**config.mk**
```make
export PLATFORM = sky130hd
export DESIGN_NAME = fmax_reduce_ctrl_flat
export DESIGN_NICKNAME = d
export VERILOG_FILES = /design/src/rtl/fmax_reduce_if.sv /design/src/rtl/fmax_reduce_ctrl.sv /design/src/flat_wrapper.sv
export SDC_FILE = /design/constraint.sdc
export NUM_CORES = 1
export LEC_CHECK = 0
export ABC_AREA = 1
export BUFFER_PORTS_ARGS = -buffer_cell sky130_fd_sc_hd__buf_4
export CORE_AREA = 2 2 94 96
export CTS_CLUSTER_SIZE = 25
export DETAILED_ROUTE_END_ITERATION = 8
export DIE_AREA = 0 0 96 98
export PLACE_DENSITY_LB_ADDON = 0.12
export RECOVER_POWER = 100
export SLEW_MARGIN = 20
export SYNTH_ARGS = -nofsm -noshare
export SYNTH_HDL_FRONTEND = slang
export SYNTH_SLANG_ARGS = --single-unit
```
**constraint.sdc**
```tcl
create_clock -name clk -period 4.36 [get_ports clk]
set_input_delay 1.09 -clock clk [delete_from_list [all_inputs] [get_ports clk]]
set_output_delay 1.09 -clock clk [all_outputs]
set_load 0.03 [all_outputs]
```
**src/rtl/fmax_reduce_if.sv**
```systemverilog
// Handshake bundle for the vector fmax reducer: start/len command, element
// stream in, and the held result out.
interface fmax_reduce_if #(
  parameter int LEN_W = 8
);
  logic             start;
  logic [LEN_W-1:0] len;
  logic             busy;
  logic             in_valid;
  logic             in_ready;
  logic [31:0]      in_data;
  logic             out_valid;
  logic             out_ready;
  logic [31:0]      max_out;
  logic [LEN_W-1:0] max_idx;
  logic             nan_flag;

  modport master (
    output start, len, in_valid, in_data, out_ready,
    input  busy, in_ready, out_valid, max_out, max_idx, nan_flag
  );

  modport slave (
    input  start, len, in_valid, in_data, out_ready,
    output busy, in_ready, out_valid, max_out, max_idx, nan_flag
  );
endinterface

```
**src/rtl/fmax_reduce_ctrl.sv**
```systemverilog
// Streams a vector of FP32 operands through a maxNum compare and holds the
// running maximum plus the index of its first occurrence until consumed.
module fmax_reduce_ctrl #(
  parameter int          LEN_W = 8,
  parameter logic [31:0] QNAN  = 32'h7FC0_0000
) (
  input logic          clk,
  input logic          rst,
  fmax_reduce_if.slave bus
);

  typedef enum logic [1:0] {IDLE, FIRST, RUN, DONE} state_t;

  localparam logic [31:0] NEG_INF = 32'hFF80_0000;

  state_t           state, state_nxt;
  logic [LEN_W-1:0] len_q;
  logic [LEN_W-1:0] count;
  logic [31:0]      acc;
  logic [LEN_W-1:0] acc_idx;
  logic             acc_nan;
  logic             nan_q;

  logic accept, last, in_nan, take;

  // Sign-magnitude to monotonic unsigned key: -inf < ... < -0 < +0 < ... < +inf.
  function automatic logic [31:0] ord_key(input logic [31:0] x);
    return x[31] ? ~x : (x ^ 32'h8000_0000);
  endfunction

  function automatic logic is_nan(input logic [31:0] x);
    return (&x[30:23]) && (|x[22:0]);
  endfunction

  assign accept = bus.in_valid && bus.in_ready;
  // In FIRST count is 0, so this also covers len==1.
  assign last   = (count == len_q - 1'b1);
  assign in_nan = is_nan(bus.in_data);
  // A NaN never wins; any number beats a NaN accumulator; ties keep the earlier index.
  assign take   = !in_nan && (acc_nan || (ord_key(bus.in_data) > ord_key(acc)));

  always_ff @(posedge clk) begin
    if (rst) state <= IDLE;
    else     state <= state_nxt;
  end

  always_comb begin
    state_nxt = state;
    unique case (state)
      IDLE:  if (bus.start) state_nxt = (bus.len == '0) ? DONE : FIRST;
      FIRST: if (accept)    state_nxt = last ? DONE : RUN;
      RUN:   if (accept && last) state_nxt = DONE;
      DONE:  if (bus.out_ready)  state_nxt = IDLE;
      default: state_nxt = IDLE;
    endcase
  end

  always_ff @(posedge clk) begin
    if (rst) begin
      len_q   <= '0;
      count   <= '0;
      acc     <= '0;
      acc_idx <= '0;
      acc_nan <= 1'b0;
      nan_q   <= 1'b0;
    end else begin
      unique case (state)
        IDLE: if (bus.start) begin
          len_q   <= bus.len;
          count   <= '0;
          acc_idx <= '0;
          acc_nan <= 1'b0;
          nan_q   <= 1'b0;
          if (bus.len == '0) acc <= NEG_INF;
        end
        FIRST: if (accept) begin
          acc     <= bus.in_data;
          acc_idx <= '0;
          acc_nan <= in_nan;
          nan_q   <= in_nan;
          count   <= LEN_W'(1);
        end
        RUN: if (accept) begin
          if (take) begin
            acc     <= bus.in_data;
            acc_idx <= count;
            acc_nan <= 1'b0;
          end
          nan_q <= nan_q | in_nan;
          count <= count + 1'b1;
        end
        default: ;
      endcase
    end
  end

  assign bus.busy      = (state != IDLE);
  assign bus.in_ready  = (state == FIRST) || (state == RUN);
  assign bus.out_valid = (state == DONE);
  // An all-NaN vector reports the canonical quiet NaN, not the payload seen.
  assign bus.max_out   = acc_nan ? QNAN : acc;
  assign bus.max_idx   = acc_idx;
  assign bus.nan_flag  = nan_q;

endmodule
```
**src/flat_wrapper.sv**
```systemverilog
// flat-port wrapper written by rule: the top's interface ports become plain ports
module fmax_reduce_ctrl_flat 
#(
  parameter int          LEN_W = 8,
  parameter logic [31:0] QNAN  = 32'h7FC0_0000
)
  (clk, rst, bus_start, bus_len, bus_in_valid, bus_in_data, bus_out_ready, bus_busy, bus_in_ready, bus_out_valid, bus_max_out, bus_max_idx, bus_nan_flag);
  fmax_reduce_if #(.LEN_W(LEN_W)) bus_i ();
  input logic clk;
  input logic rst;
  input wire logic [$bits(bus_i.start)-1:0] bus_start;
  input wire logic [$bits(bus_i.len)-1:0] bus_len;
  input wire logic [$bits(bus_i.in_valid)-1:0] bus_in_valid;
  input wire logic [$bits(bus_i.in_data)-1:0] bus_in_data;
  input wire logic [$bits(bus_i.out_ready)-1:0] bus_out_ready;
  output wire logic [$bits(bus_i.busy)-1:0] bus_busy;
  output wire logic [$bits(bus_i.in_ready)-1:0] bus_in_ready;
  output wire logic [$bits(bus_i.out_valid)-1:0] bus_out_valid;
  output wire logic [$bits(bus_i.max_out)-1:0] bus_max_out;
  output wire logic [$bits(bus_i.max_idx)-1:0] bus_max_idx;
  output wire logic [$bits(bus_i.nan_flag)-1:0] bus_nan_flag;
  assign bus_i.start = bus_start;
  assign bus_i.len = bus_len;
  assign bus_i.in_valid = bus_in_valid;
  assign bus_i.in_data = bus_in_data;
  assign bus_i.out_ready = bus_out_ready;
  assign bus_busy = bus_i.busy;
  assign bus_in_ready = bus_i.in_ready;
  assign bus_out_valid = bus_i.out_valid;
  assign bus_max_out = bus_i.max_out;
  assign bus_max_idx = bus_i.max_idx;
  assign bus_nan_flag = bus_i.nan_flag;
  fmax_reduce_ctrl #(.LEN_W(LEN_W), .QNAN(QNAN)) u_core (.clk(clk), .rst(rst), .bus(bus_i));
endmodule
```
==> results of run 1 <==
-- cell usage in the layout (no fill, tap or decap), drive strengths merged --
master | synthesis | routed
nand3 | 14 | 14
dfxtp | 60 | 60
a211oi | 1 | 1
a21o | 2 | 2
a21oi | 34 | 34
o21ai | 17 | 17
clkbuf | 20 | 57
ha | 38 | 38
xor2 | 38 | 38
bufinv | 0 | 1
nor4 | 8 | 8
o221ai | 1 | 1
buf | 15 | 47
nor2 | 117 | 117
or2 | 1 | 1
nand4 | 32 | 32
inv | 97 | 98
clkinvlp | 0 | 5
xnor2 | 34 | 34
nor3 | 8 | 8
o21a | 4 | 4
nand2 | 186 | 186
-- metrics by stage --
step	power, mW	hold slack [ps]	util [%]	cells	setup slack (ps)
2_1_floorplan	3.20	456	-	727	870
3_3_place_gp	3.87	475	63.4	895	741
3_5_place_dp	3.94	473	63.4	895	695
4_1_cts	4.48	491	65.8	911	1040
5_1_grt	4.75	513	63.7	911	435
6_report	4.30	486	63.7	911	744
-- worst paths after layout --
kind / endpoint / cells past startpoint / slack, ps
max: u_core.count[6] / 12 / 740
min: u_core.bus.max_idx[6] / 2 / 490
max reg2reg: u_core.count[6] / 12 / 740
min reg2reg: u_core.bus.max_idx[6] / 2 / 490
-- cell type report --
class	instances	area, sq um	area share (%)
clock inverter	7	76.3	1.42
sequential	60	1200	22.3
tap	108	135	2.51
multi-input combinational	535	2950	54.7
inverter	97	364	6.75
clock buffer	9	124	2.30
timing repair buffer	95	541	10.0
-- registers in the layout, indices dropped and copies added, names as in the netlist --
register and flops:
u_core.acc 32, u_core.acc_nan 1, u_core.bus.max_idx 8, u_core.count 8
u_core.len_q 8, u_core.bus.nan_flag 1, u_core.state 2
-- metal layers --
metal / track usage, % / vias up / share of wire, %
li1: - / 2408 / -
met1: 32.4 / 2128 / 44
met2: 44.7 / 111 / 50
met3: 3.32 / 26 / 4.1
met4: 10.7 / 0 / 2.3
met5: 0 / - / 0
-- cells in the mapped netlist, drive strengths merged --
library cell / count / share of area, %
a21oi: 34 / 3.7
nor2: 117 / 9.5
dfxtp: 60 / 26
xor2: 38 / 7.1
a211oi: 1 / 0.16
buf: 15 / 1.9
xnor2: 34 / 6.4
ha: 38 / 10
nand4: 32 / 4.3
clkbuf: 20 / 1.6
nand2: 186 / 15
or2: 1 / 0.13
nor4: 8 / 1.2
o21a: 4 / 0.64
nand3: 14 / 1.6
o221ai: 1 / 0.19
o21ai: 17 / 1.8
a21o: 2 / 0.32
nor3: 8 / 0.85
inv: 97 / 7.8
-- power by group --
| part | switching [mW] | internal, mW |
|---|---|---|
| clock network | 0.253 | 0.265 |
| registers | 0.214 | 0.757 |
| logic | 1.82 | 0.994 |
-- cells by family (layout without fill, tap and decap cells) --
group	Yosys count	in the layout	synth area share, %
and+or+nand+nor	366	366	32.6
buffers and inverters	132	208	11.3
xor gates and xnor gates	72	72	13.5
DFF	60	60	25.6
AOI/OAI and AO/OA	59	59	6.84
adders and majority gates	38	38	10.1
-- worst min-delay path: stages, from the launching register on --
cell     delay (ps)
dfxtp_1         330
nor2_1           50
nor2_1           80
==> flow_summary_export.csv, run 1 <==
group,metric,value,unit
run_status,status,"finished with violations",
run_status,violations,"max-capacitance violations, max-slew violations",
detailed_routing,drc,0,
min_path,hold_path.class,"flop to flop",
worst_setup_path,crit_path_frequent_cell,"inv_1",
worst_setup_path,critical_path.max_stage_delay,1260,ps
sta,slew_violations,37,
sta,period_minus_slack,3620,ps
synth,ys_seq_area_share,25.6,%
flow_run,drv_cap,1,
global_routing,antenna_found_initial,0,
finish,design_area,0.00539,sq mm
placement,placed_cell_area,0.00537,sq mm
finish,antenna_cells,0,
detailed_routing,drtIter0Drc,180,
floorplanning,fp-row-count,34,
finish,synthToLayoutAreaGrowth,15.0,%
clocking,ctsHoldBuffers,0,
synth,synthCells,727,
synth,synth_cell_type_count,29,
worst_setup_path,critPathMaxFanout,36,
clocking,post_cts_buffers,0,
detailed_routing,ant_nets,0,
floorplanning,fp.coreArea,0.00847,sq mm
clocking,cts-buffers-inserted,9,
worst_setup_path,cp_data_required_time,4610,ps
sta,rsz0062_at_grt,"no",
sta,fin_crit_sh,82.9,%
clocking,clk_latency,350,ps
synth,synth_warnings,0,
worst_setup_path,critPathLaunch,"u_core.state[0]",
finish,final_nets,881,
clocking,root_buffer,"clkbuf_8",
floorplanning,die_h,98,um
synth,synth_seq_cells,60,
detailed_routing,wl,11.8,mm
power_and_ir_drop,leakagePower,2.64,nW
detailed_routing,vias,4673,
worst_setup_path,cpLargestDelayFamily,"buffers and inverters",
global_routing,grt_usage,26.0,%
finish,fillerInstances,858,
sta,setup_violations,0,
min_path,min_from,"u_core.bus.max_idx[6]",
sta,hold_viol_final,0,
worst_setup_path,slowest_stage,"clkbuf_1",
worst_setup_path,crit_type,"flop to flop",
worst_setup_path,cp_num_buf_inv,4,
floorplanning,initial_utilization,55.4,%
sta,worstMarginPinSlew,1740,ps
global_routing,grt_pass1_vias,4476,
clocking,clkTransAtPathRegs,80,ps
power_and_ir_drop,ir_drop,0.425,mV
worst_setup_path,path_cells,"inv_1 > ha_1 > inv_1 > a21oi_1 > inv_1 > o221ai_1 > nor2_4 > clkbuf_1 > o21ai_0 > nand2_1 > a21oi_1 > o21a_1",
sta,clock_skew,11.4,ps
global_routing,grt-ovfl-total,0,
sta,setup_tns,0,ps
worst_setup_path,worstSetupEndpointType,"flop",
clocking,cts_resized,0,
detailed_routing,wl_per_cell,13.0,um
power_and_ir_drop,powerDensity,798,mW/mm^2
finish,drive_gt1_share,8.84,%
detailed_routing,viasPerCell,5.13,
clocking,h-tree-depth,3,
synth,syn-cell-area,0.00469,sq mm
synth,postSynthAreaPerCell,6.45,sq um
worst_setup_path,r2r-start,"u_core.state[0]",
floorplanning,dieArea,0.00941,sq mm
worst_setup_path,setup.worst_path.start_class,"flop",
placement,gp_congestion,0.928,
clocking,cts_tree,"yes",
floorplanning,die_w,96,um
global_routing,grt_max_degree,39,
clocking,clockBufferDepth,2,
global_routing,grt_first_pass_wirelength,19.8,mm
placement,hpwl,8.48,mm
sta,relSlewSlack,-15.9,%
clocking,cts.sinks,60,
worst_setup_path,arrival,3860,ps
sta,timing.fmax,0.277,GHz
synth,synth_nets,810,
detailed_routing,drt_pass1_iterations,4,
floorplanning,num_io_pins,89,
placement,io_buffers,88,
No activity file was read; power rests on OpenSTA's default activity.
==> run 2: changes to the inputs <==
clock period = 3.7 ns   (was 4.36 ns; I/O delays follow)
==> run 2 against run 1 <==
Register-to-register slack worse by 180 ps. First-iteration DRC count is 24% higher. Sequential cell count stayed put. Setup slack worse by 260 ps. Final cell count is 0.44% higher. Highest routed layer unchanged. The flow now finishes without violations.
==> flow_summary_export.csv, run 2 (synthesis results as in run 1) <==
group,metric,value,unit
floorplanning,dieArea,0.00941,sq mm
run_status,status,"finished, final reports clean",
clocking,ctsHoldBuffers,0,
floorplanning,num_io_pins,89,
flow_run,drv_cap,0,
sta,timing.fmax,0.311,GHz
global_routing,grt_first_pass_wirelength,19.8,mm
clocking,cts_tree,"yes",
clocking,h-tree-depth,3,
placement,hpwl,8.56,mm
clocking,cts_resized,0,
worst_setup_path,critPathMaxFanout,26,
sta,rsz0062_at_grt,"no",
power_and_ir_drop,ir_drop,0.671,mV
global_routing,grt_usage,26.5,%
finish,fillerInstances,833,
detailed_routing,wl,11.9,mm
clocking,clkTransAtPathRegs,80,ps
clocking,cts-buffers-inserted,9,
min_path,min_to,"u_core.bus.max_idx[5]",
sta,slew_violations,0,
placement,io_buffers,88,
detailed_routing,drt_pass1_iterations,5,
clocking,root_buffer,"clkbuf_8",
floorplanning,die_w,96,um
worst_setup_path,rr_worst_depth,18,
floorplanning,initial_utilization,55.4,%
worst_setup_path,r2r_end,"u_core.bus.max_idx[1]",
sta,hold_viol_final,0,
finish,final_core_utilization,64.8,%
worst_setup_path,worstSetupEndpointType,"flop",
sta,fin_crit_sh,86.9,%
worst_setup_path,r2r-start,"u_core.acc[31]",
finish,final_nets,885,
worst_setup_path,setup.worst_path.start_class,"primary input",
finish,regMostFlops,"u_core.acc",
finish,fin_cells,915,
finish,mostFrequentLayoutCell,"nand2_1",
clocking,post_cts_buffers,0,
power_and_ir_drop,powerDensity,954,mW/mm^2
detailed_routing,ant_nets,0,
detailed_routing,drc,0,
sta,clock_skew,10.1,ps
detailed_routing,vias,4609,
detailed_routing,wl_per_cell,13.0,um
clocking,clk_latency,350,ps
finish,synthToLayoutAreaGrowth,17.0,%
worst_setup_path,worst-r2r-setup-slack,560,ps
finish,antenna_cells,0,
worst_setup_path,arrival,3460,ps
finish,largest_reg_flops,32,
clocking,cts.sinks,60,
power_and_ir_drop,leakagePower,2.71,nW
min_path,min_from,"u_core.bus.max_idx[5]",
finish,drive_gt1_share,9.67,%
floorplanning,fp.coreArea,0.00847,sq mm
placement,gp_congestion,0.871,
sta,period_minus_slack,3220,ps
floorplanning,die_h,98,um
sta,worstMarginPinSlew,640,ps
detailed_routing,viasPerCell,5.04,
worst_setup_path,cp_data_required_time,3950,ps
sta,relSlewSlack,57.4,%
min_path,hold_path.class,"flop to flop",
sta,setup_tns,0,ps
detailed_routing,drtIter0Drc,224,
global_routing,grt-ovfl-total,0,
finish,final_cell_mix,"nand2_1, nor2_1, inv_1",
global_routing,grt_pass1_vias,4415,
sta,setup_violations,0,
global_routing,antenna_found_initial,0,
placement,numPlacedInstances,899,
floorplanning,fp-row-count,34,
worst_setup_path,crit_type,"primary input to flop",
global_routing,grt_max_degree,39,
clocking,clockBufferDepth,2,
min_path,holdPathStages,2,
## run 2: cell count changes in the layout (fill, tap and decap cells not counted), moves of 2 or more
cell	previous run	this run
bufinv_16	1	3
clkbuf_1	46	42
clkbuf_4	2	0
buf_4	47	55
clkinvlp_4	5	2
## run 2: stage by stage
| stage | hold WS (ps) | total power [mW] | setup slack (ps) | instance area (sq um) |
|---|---|---|---|---|
| global placement | 469 | 4.58 | 279 | 5410 |
| CTS | 486 | 5.43 | 555 | 5660 |
| detailed placement | 475 | 4.67 | 210 | 5410 |
| finish | 482 | 5.23 | 484 | 5480 |
| floorplan | 456 | 3.77 | 375 | 4690 |
| global route | 507 | 5.77 | 177 | 5480 |
## run 2: worst max-delay path by stage
stage,startpoint,endpoint,slack [ps],cells after the start
finish,bus_in_data[31],u_core.bus.max_idx[1],480,19
CTS,bus_in_data[31],u_core.bus.max_idx[1],550,19
global placement,bus_in_data[31],u_core.bus.max_idx[5],280,20
global route,bus_in_data[31],u_core.bus.max_idx[1],180,19
floorplan,bus_in_data[31],u_core.acc[0],380,20
detailed placement,bus_in_data[31],u_core.bus.max_idx[5],210,20
## run 2: critical path, stage by stage
cell and delay, ps:
buf_4 350, buf_4 270, xor2_1 90, ha_1 320, nand2_1 60, nor2_1 100, nand2_1 80, inv_1 60
nand2_1 50, nand2_1 50, nand2_1 40, nand2_1 50, nand2_1 50, nand2_1 50, nand2_1 110, a21oi_2 500
nand2_1 130, nand2_1 110, nor2_1 40
## run 2: area by class of cell
cell class / instances / area [sq um] / area share [%]
well taps: 108 / 135 / 2.46
repair buffers: 99 / 596 / 10.9
multi-input cells: 535 / 2940 / 53.6
clock inverters: 7 / 123 / 2.24
flip-flops and latches: 60 / 1200 / 21.9
inverters: 97 / 364 / 6.64
clock buffers: 9 / 124 / 2.26
## run 2: per-layer routing
metal  part of all wire [%]  up-vias  GRT usage, %
met4                    2.7        0          11.4
met3                    4.2       22          3.09
met1                     43     2058          32.2
met2                     50      113          46.4
li1                       -     2416             -
met5                      0        -             0
## run 2: power by group
| group | internal (mW) | total [mW] | switching [mW] |
|---|---|---|---|
| clock | 0.452 | 0.737 | 0.285 |
| sequential | 0.892 | 1.10 | 0.209 |
| combinational | 1.20 | 3.39 | 2.19 |
| total | 2.54 | 5.23 | 2.69 |
==> run 3: changes to the inputs <==
RECOVER_POWER = unset   (was 100)
==> run 3 against run 2 <==
Sequential power about the same. Sequential cell count stayed put. First-iteration DRC count unchanged. Total power rose by 3.6%. Clock power about the same. Utilization is 2.1 points higher. Combinational power increased by 6%. Clock-buffer cell count unchanged. Cell area grew 3.2%. Clock skew barely moved. Critical path depth unchanged. Largest cell class unchanged.
==> flow_summary_export.csv, run 3 (synthesis results as in run 1) <==
group,metric,value,unit
floorplanning,die_w,96,um
finish,mostFrequentLayoutCell,"nand2_1",
sta,rsz0062_at_grt,"no",
power_and_ir_drop,ir_drop,0.678,mV
finish,largest_reg_flops,32,
finish,antenna_cells,0,
worst_setup_path,critical_path.max_stage_delay,480,ps
worst_setup_path,critPathMaxFanout,26,
worst_setup_path,slowest_stage,"a21oi_2",
sta,slew_violations,0,
sta,timing.fmax,0.313,GHz
worst_setup_path,rr_worst_depth,18,
global_routing,use_met1,32.2,%
flow_run,drv_cap,0,
detailed_routing,viasPerCell,5.06,
clocking,cts-buffers-inserted,9,
worst_setup_path,worstSetupEndpointType,"flop",
clocking,clkTransAtPathRegs,80,ps
detailed_routing,wl,11.9,mm
worst_setup_path,crit_path_frequent_cell,"nand2_1",
global_routing,use_met3,3.09,%
placement,io_buffers,88,
worst_setup_path,cp_num_buf_inv,3,
sta,setup_tns,0,ps
sta,worstMarginPinSlew,567,ps
global_routing,grt_pass1_vias,4415,
global_routing,busiest_layer,"met2",
global_routing,grt_first_pass_wirelength,19.8,mm
clocking,root_buffer,"clkbuf_8",
power_and_ir_drop,leakagePower,2.88,nW
floorplanning,fp.coreArea,0.00847,sq mm
floorplanning,num_io_pins,89,
worst_setup_path,cp.depth,19,
sta,setup_violations,0,
global_routing,grt_max_degree,39,
detailed_routing,drc,0,
detailed_routing,drtIter0Drc,224,
worst_setup_path,cpLargestDelayFamily,"simple AND/OR/NAND/NOR gates",
floorplanning,dieArea,0.00941,sq mm
global_routing,grt_usage,26.5,%
clocking,cts_tree,"yes",
worst_setup_path,setup.worst_path.start_class,"primary input",
sta,clock_skew,9.89,ps
placement,gp_congestion,0.871,
worst_setup_path,cp_data_required_time,3950,ps
global_routing,antenna_found_initial,0,
run_status,status,"finished, final reports clean",
finish,synthToLayoutAreaGrowth,20.7,%
detailed_routing,wl_per_cell,13.0,um
finish,final_nets,885,
floorplanning,die_h,98,um
clocking,clockBufferDepth,2,
worst_setup_path,path_cells,"buf_4 > buf_4 > xor2_1 > ha_1 > nand2_1 > nor2_1 > nand2_1 > inv_1 > nand2_1 > nand2_1 > nand2_1 > nand2_1 > nand2_1 > nand2_1 > nand2_2 > a21oi_2 > nand2_1 > nand2_1 > nor2_1",
finish,drive_gt1_share,15.4,%
finish,regMostFlops,"u_core.acc",
sta,fin_crit_sh,86.4,%
global_routing,grt-ovfl-total,0,
floorplanning,initial_utilization,55.4,%
detailed_routing,ant_nets,0,
detailed_routing,vias,4627,
sta,period_minus_slack,3200,ps
floorplanning,fp-row-count,34,
placement,hpwl,8.56,mm
worst_setup_path,arrival,3450,ps
clocking,ctsHoldBuffers,0,
global_routing,grtUsageMet2,46.4,%
power_and_ir_drop,powerDensity,958,mW/mm^2
sta,hold_viol_final,0,
clocking,cts_resized,0,
finish,design_area,0.00566,sq mm
clocking,cts.sinks,60,
detailed_routing,drt_pass1_iterations,4,
clocking,h-tree-depth,3,
clocking,post_cts_buffers,0,
finish,final_cell_mix,"nand2_1, nor2_1, buf_4",
worst_setup_path,crit_type,"primary input to flop",
min_path,holdPathStages,2,
clocking,clk_latency,350,ps
placement,placed_cell_area,0.00541,sq mm
min_path,hold_path.class,"flop to flop",
sta,relSlewSlack,62.1,%
[run 3: cell types whose count changed in the layout (fill, tap and decap cells not counted)]
| cell | change |
|---|---|
| nand2_1 | -1 |
| clkbuf_2 | -1 |
| clkbuf_1 | -42 |
| buf_4 | +43 |
| nor4_2 | +1 |
| nand2_2 | +1 |
| inv_1 | -1 |
| nand3_2 | +1 |
| inv_2 | +1 |
| nand3_1 | -1 |
| nor4_1 | -1 |
[run 3: metrics by stage]
stage | setup slack (ps) | util, % | hold WS (ps) | cells | power [mW]
5_1_grt | 202 | 66.8 | 510 | 915 | 5.96
2_1_floorplan | 375 | - | 456 | 727 | 3.77
3_3_place_gp | 279 | 63.9 | 469 | 899 | 4.58
3_5_place_dp | 210 | 63.9 | 475 | 899 | 4.67
6_report | 502 | 66.8 | 483 | 915 | 5.42
4_1_cts | 555 | 66.8 | 486 | 915 | 5.43
[run 3: final timing paths]
kind                         start               endpoint  slack (ps)
min reg2reg  u_core.bus.max_idx[5]  u_core.bus.max_idx[5]         480
max                bus_in_data[31]  u_core.bus.max_idx[1]         500
min          u_core.bus.max_idx[5]  u_core.bus.max_idx[5]         480
max reg2reg         u_core.acc[31]  u_core.bus.max_idx[1]         590
[run 3: worst min-delay path, cell delays in order (launching register included)]
cell	delay, ps
dfxtp_1	320
nand2_1	60
a21oi_1	60
[run 3: area by class of cell]
class                      count  area (sq um)
multi-input combinational    535          2950
fill                         777          2810
sequential                    60          1200
timing repair buffer          99           756
inverter                      97           364
tap                          108           135
clock buffer                   9           124
clock inverter                 7           123
[run 3: layer usage]
layer	part of all wire [%]	routed length, um	vias to the layer above
li1	-	-	2416
met1	43	5110	2079
met2	51	6020	113
met3	3.7	434	19
met4	2.5	300	0
met5	0	0	-
[run 3: where the power goes]
| group | total, mW | switching (mW) | internal, mW |
|---|---|---|---|
| Sequential | 1.10 | 0.210 | 0.892 |
| Clock | 0.738 | 0.287 | 0.452 |
| Combinational | 3.58 | 2.21 | 1.37 |
